**src/rtl/cpu_mem_bridge_pkg.sv**
```systemverilog
// Shared types for the CPU-to-halfword-memory bridge: request size encoding,
// bridge FSM states and the beat count per access size.
package pkg_mem_bridge;

   localparam int BEAT_BYTES = 2;

   typedef enum logic [1:0] {
      ReqDataSz8,
      ReqDataSz16,
      ReqDataSz32,
      ReqDataSz48
   } ReqDataSz;

   typedef enum logic [1:0] {
      StIdle,
      StReq,
      StWaitR
   } BridgeState;

   function automatic logic [1:0] beats_for_size(input ReqDataSz sz);
      logic [1:0] n;
      case (sz)
         ReqDataSz8, ReqDataSz16: n = 2'd1;
         ReqDataSz32:             n = 2'd2;
         default:                 n = 2'd3;
      endcase
      return n;
   endfunction

endpackage

```
**src/rtl/cpu_mem_bridge.sv**
```systemverilog
// Splits CPU 8/16/32/48-bit accesses into 1-3 halfword beats on a valid/ready bus
// with one outstanding read; stalls the core via cpu_enable until the access completes.
module cpu_mem_bridge
   import pkg_mem_bridge::*;
#(
   parameter int ADDR_W     = 32,
   parameter int DATA_MAX_W = 48,
   parameter int BEAT_W     = 16,
   parameter int TIMEOUT    = 255
) (
   input  logic                  clk,
   input  logic                  rst_n,
   input  logic                  cpu_req_valid,
   input  logic                  cpu_req_wr,
   input  logic [1:0]            cpu_req_size,
   input  logic [ADDR_W-1:0]     cpu_req_addr,
   input  logic [DATA_MAX_W-1:0] cpu_wr_data,
   output logic                  cpu_enable,
   output logic [DATA_MAX_W-1:0] cpu_data_in,
   output logic                  cpu_err,
   output logic                  mem_req_valid,
   input  logic                  mem_req_ready,
   output logic                  mem_we,
   output logic [ADDR_W-1:0]     mem_addr,
   output logic [1:0]            mem_byte_en,
   output logic [BEAT_W-1:0]     mem_wdata,
   input  logic                  mem_rvalid,
   input  logic [BEAT_W-1:0]     mem_rdata
);

   localparam int TMO_W = $clog2(TIMEOUT + 1);
   localparam logic [TMO_W-1:0] TMO_LAST = TMO_W'(TIMEOUT - 1);
   localparam int LSB_W = $clog2(DATA_MAX_W);

   BridgeState            state_q, state_d;
   logic [ADDR_W-1:0]     addr_q, addr_d;
   ReqDataSz              size_q, size_d;
   logic                  wr_q, wr_d;
   logic [DATA_MAX_W-1:0] wdata_q, wdata_d;
   logic [1:0]            nbeats_q, nbeats_d;
   logic [1:0]            beat_idx_q, beat_idx_d;
   logic [DATA_MAX_W-1:0] rdacc_q, rdacc_d;
   logic [DATA_MAX_W-1:0] data_in_q, data_in_d;
   logic                  err_q, err_d;
   logic                  done_q, done_d;
   logic [TMO_W-1:0]      tmo_q, tmo_d;

   logic [LSB_W-1:0]      beat_lsb;
   logic                  last_beat;
   logic                  is_byte;
   logic [DATA_MAX_W-1:0] rd_merged;

   assign beat_lsb  = LSB_W'(int'(beat_idx_q) * BEAT_W);
   assign last_beat = (beat_idx_q == nbeats_q - 2'd1);
   assign is_byte   = (size_q == ReqDataSz8);

   // A byte read lands in bits [7:0] from whichever lane the address selects.
   always_comb begin
      rd_merged = rdacc_q;
      if (is_byte) begin
         rd_merged = '0;
         rd_merged[7:0] = addr_q[0] ? mem_rdata[15:8] : mem_rdata[7:0];
      end else begin
         rd_merged[beat_lsb +: BEAT_W] = mem_rdata;
      end
   end

   always_ff @(posedge clk or negedge rst_n) begin
      if (!rst_n) begin
         state_q    <= StIdle;
         addr_q     <= '0;
         size_q     <= ReqDataSz8;
         wr_q       <= 1'b0;
         wdata_q    <= '0;
         nbeats_q   <= 2'd1;
         beat_idx_q <= '0;
         rdacc_q    <= '0;
         data_in_q  <= '0;
         err_q      <= 1'b0;
         done_q     <= 1'b0;
         tmo_q      <= '0;
      end else begin
         state_q    <= state_d;
         addr_q     <= addr_d;
         size_q     <= size_d;
         wr_q       <= wr_d;
         wdata_q    <= wdata_d;
         nbeats_q   <= nbeats_d;
         beat_idx_q <= beat_idx_d;
         rdacc_q    <= rdacc_d;
         data_in_q  <= data_in_d;
         err_q      <= err_d;
         done_q     <= done_d;
         tmo_q      <= tmo_d;
      end
   end

   always_comb begin
      state_d    = state_q;
      addr_d     = addr_q;
      size_d     = size_q;
      wr_d       = wr_q;
      wdata_d    = wdata_q;
      nbeats_d   = nbeats_q;
      beat_idx_d = beat_idx_q;
      rdacc_d    = rdacc_q;
      data_in_d  = data_in_q;
      err_d      = err_q;
      done_d     = 1'b0;
      tmo_d      = tmo_q;
      case (state_q)
         StIdle: begin
            // done_q hides the request the core still holds while it consumes the result.
            if (cpu_req_valid && !done_q) begin
               if (cpu_req_size != ReqDataSz8 && cpu_req_addr[0]) begin
                  err_d = 1'b1;
               end else begin
                  addr_d     = cpu_req_addr;
                  size_d     = ReqDataSz'(cpu_req_size);
                  wr_d       = cpu_req_wr;
                  wdata_d    = cpu_wr_data;
                  nbeats_d   = beats_for_size(ReqDataSz'(cpu_req_size));
                  beat_idx_d = '0;
                  rdacc_d    = '0;
                  tmo_d      = '0;
                  state_d    = StReq;
               end
            end
         end
         StReq: begin
            if (mem_req_ready) begin
               tmo_d = '0;
               if (!wr_q) begin
                  state_d = StWaitR;
               end else if (last_beat) begin
                  state_d = StIdle;
                  done_d  = 1'b1;
               end else begin
                  beat_idx_d = beat_idx_q + 2'd1;
               end
            end else if (tmo_q == TMO_LAST) begin
               state_d = StIdle;
               done_d  = 1'b1;
               err_d   = 1'b1;
               tmo_d   = '0;
               if (!wr_q) data_in_d = '0;
            end else begin
               tmo_d = tmo_q + 1'b1;
            end
         end
         StWaitR: begin
            if (mem_rvalid) begin
               tmo_d   = '0;
               rdacc_d = rd_merged;
               if (last_beat) begin
                  data_in_d = rd_merged;
                  state_d   = StIdle;
                  done_d    = 1'b1;
               end else begin
                  beat_idx_d = beat_idx_q + 2'd1;
                  state_d    = StReq;
               end
            end else if (tmo_q == TMO_LAST) begin
               state_d   = StIdle;
               done_d    = 1'b1;
               err_d     = 1'b1;
               tmo_d     = '0;
               data_in_d = '0;
            end else begin
               tmo_d = tmo_q + 1'b1;
            end
         end
         default: state_d = StIdle;
      endcase
   end

   // Beat fields derive only from held state, so they stay stable until accepted.
   always_comb begin
      mem_req_valid = (state_q == StReq);
      mem_we        = 1'b0;
      mem_addr      = '0;
      mem_byte_en   = 2'b00;
      mem_wdata     = '0;
      if (mem_req_valid) begin
         mem_we      = wr_q;
         mem_addr    = {addr_q[ADDR_W-1:1], 1'b0} + ADDR_W'({beat_idx_q, 1'b0});
         mem_byte_en = is_byte ? (addr_q[0] ? 2'b10 : 2'b01) : 2'b11;
         if (wr_q) begin
            mem_wdata = is_byte ? {wdata_q[7:0], wdata_q[7:0]} : wdata_q[beat_lsb +: BEAT_W];
         end
      end
      cpu_enable  = (state_q == StIdle);
      cpu_data_in = data_in_q;
      cpu_err     = err_q;
   end

endmodule

```
**config.mk**
```make
export PLATFORM = sky130hd
export DESIGN_NAME = cpu_mem_bridge
export DESIGN_NICKNAME = d
export VERILOG_FILES = /design/src/rtl/cpu_mem_bridge_pkg.sv /design/src/rtl/cpu_mem_bridge.sv
export SDC_FILE = /design/constraint.sdc
export NUM_CORES = 1
export LEC_CHECK = 0
export CORE_MARGIN = 5
export CORE_UTILIZATION = 53
export CTS_BUF_LIST = sky130_fd_sc_hd__clkbuf_8
export CTS_CLUSTER_DIAMETER = 60
export DETAILED_ROUTE_END_ITERATION = 6
export GPL_ROUTABILITY_DRIVEN = 0
export GPL_TIMING_DRIVEN = 0
export PLACE_DENSITY = 0.83
export SETUP_SLACK_MARGIN = 0.1
export SLEW_MARGIN = 20
export SYNTH_ARGS = -nofsm -noshare
export SYNTH_HDL_FRONTEND = slang
export SYNTH_SLANG_ARGS = --single-unit
```
**constraint.sdc**
```tcl
create_clock -name clk -period 3.4 [get_ports clk]
set_input_delay 0.34 -clock clk [delete_from_list [all_inputs] [get_ports clk]]
set_output_delay 0.34 -clock clk [all_outputs]
set_load 0.05 [all_outputs]
```
==> flow_summary.ini <==
[setup_path]
criticalPathCategory = flip-flop to output port
crit_chain = ha_1 -> a21oi_2 -> nor4_4 -> buf_4 -> nand3_1 -> xnor2_1 -> and2_1 -> dlygate4sd2_1
start_kind = flip-flop
critical_path_buf_inv_count = 2
cp.arrival_ns = 2.82
regToRegEndpoint = rdacc_q[40]
cp-end-kind = output port
critPathSlowestCell = dfrtp_2
cp-startpoint = beat_idx_q[1]
rrSetupSlack_ns = 0.32
path_delay_family = buffers and inverters
ff2ff_path_depth = 11
rr_startpoint = beat_idx_q[0]
critPathMaxFanout = 8
required_ns = 3.06
cpPeakStageDelay_ns = 0.54

[power_and_ir_drop]
swShare_pct = 45.2
clkPwrFrac_pct = 15.4
combPwrFrac_pct = 48.9
power_frac_seq_pct = 35.7
p_int_mw = 5.25
p_leak_nw = 5.21
power.density_mw_per_mm2 = 782
ir_drop_mv = 0.580
switching_power_mw = 4.33

[clock_network]
cts-root-buf = clkbuf_8
cts.sinks = 195
cts_tree = built
ctsHtreeMaxLevel = 4
cts_inserted_buffers = 17
path_clk_slew_ns = 0.10
clkLatencyLatePin_ns = 0.47
clk_path_buf_depth = 2

[floorplan]
initial_core_util_pct = 53.4
die_x_um = 144
row_count = 49
coreArea_sq_mm = 0.0178
die_h_um = 144
ioPinCount = 206
die_area_sq_mm = 0.0207

[detailed_routing]
drtPass1Iterations = 6
vias_per_cell = 5.80
vias = 7825
drt_iter0_markers = 542
drt-wirelength-per-cell_um = 19.5
ant_nets = 0
wl_um = 26200
drc = 0

[sta]
relSlewSlack_pct = 51.2
drv_slew = 0
grt_setup_unrepaired = true
hold_viol = 0
worstMarginPinSlew_ns = 0.725
fin_skew_ns = 0.0197
fin_crit_sh_pct = 92.9
setup-violations-final = 0
fmax_mhz = 316
period_minus_slack_ns = 3.16

[outcome]
status = complete, no violations

[synth]
avgSynthCellArea_sq_um = 10.8
ys_async_sr_fraction_pct = 100
yosysTopAreaCell = dfrtp_1
yosysSeqAreaShare_pct = 51.4
synth_edf_count = 0
yosys-top-cells-area = dfrtp_1 51%, mux2_2 11%, o2bb2ai_1 5.4%
synth_cell_types = 53
synth-main-ff-cell = dfrtp_1
synth_warnings = 0
synth_nets = 995
syn_inst = 878
synth_seq_cells = 195
synth.cell_area_sq_mm = 0.00949
synth_top_area_share_pct = 51.2

[global_routing]
antenna_found_initial = 0
track_usage_pct = 25.9
grt.overflow.total = 0
grt_pass1_wl_um = 41800
grt_pass1_vias = 8005
grt_max_degree = 80

[place]
placed_area_sq_mm = 0.0119
portBuffers = 204
placed_cells = 1313
place_hpwl_um = 19200

[layout]
layout-drive-gt1-share_pct = 15.9
area_delta_synth_final_pct = 29.2
final_cell_area_sq_mm = 0.0123
layout.nets = 1223
fin_cells = 1348
n_antenna_cell = 0

[flow_run]
maxCapViolations = 0

[hold_path]
hold_class = primary input to asynchronous set/reset pin
synthesized netlist by cell type (2+ instances only):
library cell,number
a21oi_1,46
a221oi_1,7
a222oi_1,16
a2bb2oi_1,3
and2_1,31
and3_1,11
and4_1,2
buf_1,6
buf_2,6
buf_4,2
buf_6,2
clkbuf_1,38
dfrtp_1,194
ha_1,12
inv_1,14
mux2_2,92
mux2i_1,2
nand2_1,79
nand2b_1,8
nand3_1,22
nand4_1,12
nor2_1,26
nor2b_1,48
nor3_1,13
nor3b_1,2
nor4_1,3
o21a_1,2
o21ai_0,63
o21ai_1,2
o221ai_1,2
o2bb2ai_1,59
o31ai_1,4
or3_1,3
xnor2_1,22
xor2_1,6
cells in the final DEF (no fill, tap or decap), types with 24 or more instances in the layout:
| cell | synthesis | routed |
|---|---|---|
| dfrtp_1 | 194 | 193 |
| clkdlybuf4s50_1 | 0 | 155 |
| mux2_2 | 92 | 92 |
| nand2_1 | 79 | 79 |
| o21ai_0 | 63 | 63 |
| o2bb2ai_1 | 59 | 59 |
| nor2b_1 | 48 | 48 |
| a21oi_1 | 46 | 45 |
| and2_1 | 31 | 31 |
| clkbuf_1 | 38 | 28 |
| clkbuf_2 | 0 | 25 |
| nor2_1 | 26 | 24 |
| dlygate4sd2_1 | 0 | 24 |
metal layers:
layer	share of wire [%]	vias up	GRT usage (%)
met5	0	-	0
li1	-	3606	-
met2	48	333	41.5
met3	7.7	58	4.99
met4	2.8	0	9.22
met1	42	3828	35.5
area by class of cell:
class	count	area, sq um
buffer	54	245
clock buffer	19	262
clock inverter	13	125
fill	1371	5520
inverter	15	57.6
multi-input combinational	614	4360
sequential	195	4880
tap	229	287
timing repair buffer	209	2030
registers in the layout (all words and copies together) (netlist names):
register and count:
tmo_q 8, addr_q 32, beat_idx_q 2, rdacc_q 48, done_q 1, cpu_data_in 48, nbeats_q 2, wr_q 1
state_q 2, wdata_q 48, size_q 2, cpu_err 1
power by group through the flow:
stage	Sequential (mW)	Clock, mW	Combinational [mW]
after floorplan	3.30	0	3.36
after global placement	3.40	0	4.71
after detailed placement	3.44	0	4.78
after CTS	3.40	1.50	4.68
after global routing	3.50	1.60	5.04
final	3.42	1.48	4.68
worst max-delay path by stage:
| stage | end | slack, ns | cells past startpoint |
|---|---|---|---|
| final | mem_addr[14] | 0.24 | 8 |
| after global routing | mem_addr[11] | 0.08 | 7 |
| after CTS | mem_wdata[7] | 0.10 | 7 |
| after detailed placement | rdacc_q[40] | -0.29 | 9 |
| after global placement | wdata_q[43] | -6.08 | 1 |
| after floorplan | mem_wdata[10] | 0.48 | 5 |
cells by family (layout without fill, tap and decap cells):
logic type / Yosys count / after routing / synth area share (%)
buffers and inverters: 69 / 310 / 3.05
adders and majority gates: 13 / 13 / 1.79
AOI/OAI and AO/OA: 213 / 213 / 15.5
DFF: 195 / 195 / 51.4
and+or+nand+nor: 264 / 264 / 14.3
muxes: 94 / 94 / 11.1
other: 1 / 1 / 0.0395
xor gates and xnor gates: 29 / 29 / 2.76
stage by stage:
stage / hold slack (ns) / setup TNS [ns] / setup WS [ns] / utilization (%) / total power [mW]
after floorplan: 0.0444 / 0 / 0.476 / - / 6.66
after global placement: 0.454 / -1186.12 / -6.08 / 66.5 / 8.11
after detailed placement: 0.255 / -11.23 / -0.286 / 66.8 / 8.23
after CTS: 0.337 / 0 / 0.100 / 69.1 / 9.58
after global routing: 0.348 / 0 / 0.0814 / 68.9 / 10.1
final: 0.336 / 0 / 0.240 / 68.9 / 9.58
timing repair:
action,in CTS,in global routing
resized for setup,67,45
setup endpoints to repair,102,85
pin swaps,1,0
endpoints found under the hold margin,44,0
gates cloned,0,0
hold buffers,1,0
buffers inserted,2,0
Note: power is estimated with default switching activity, not from simulation.
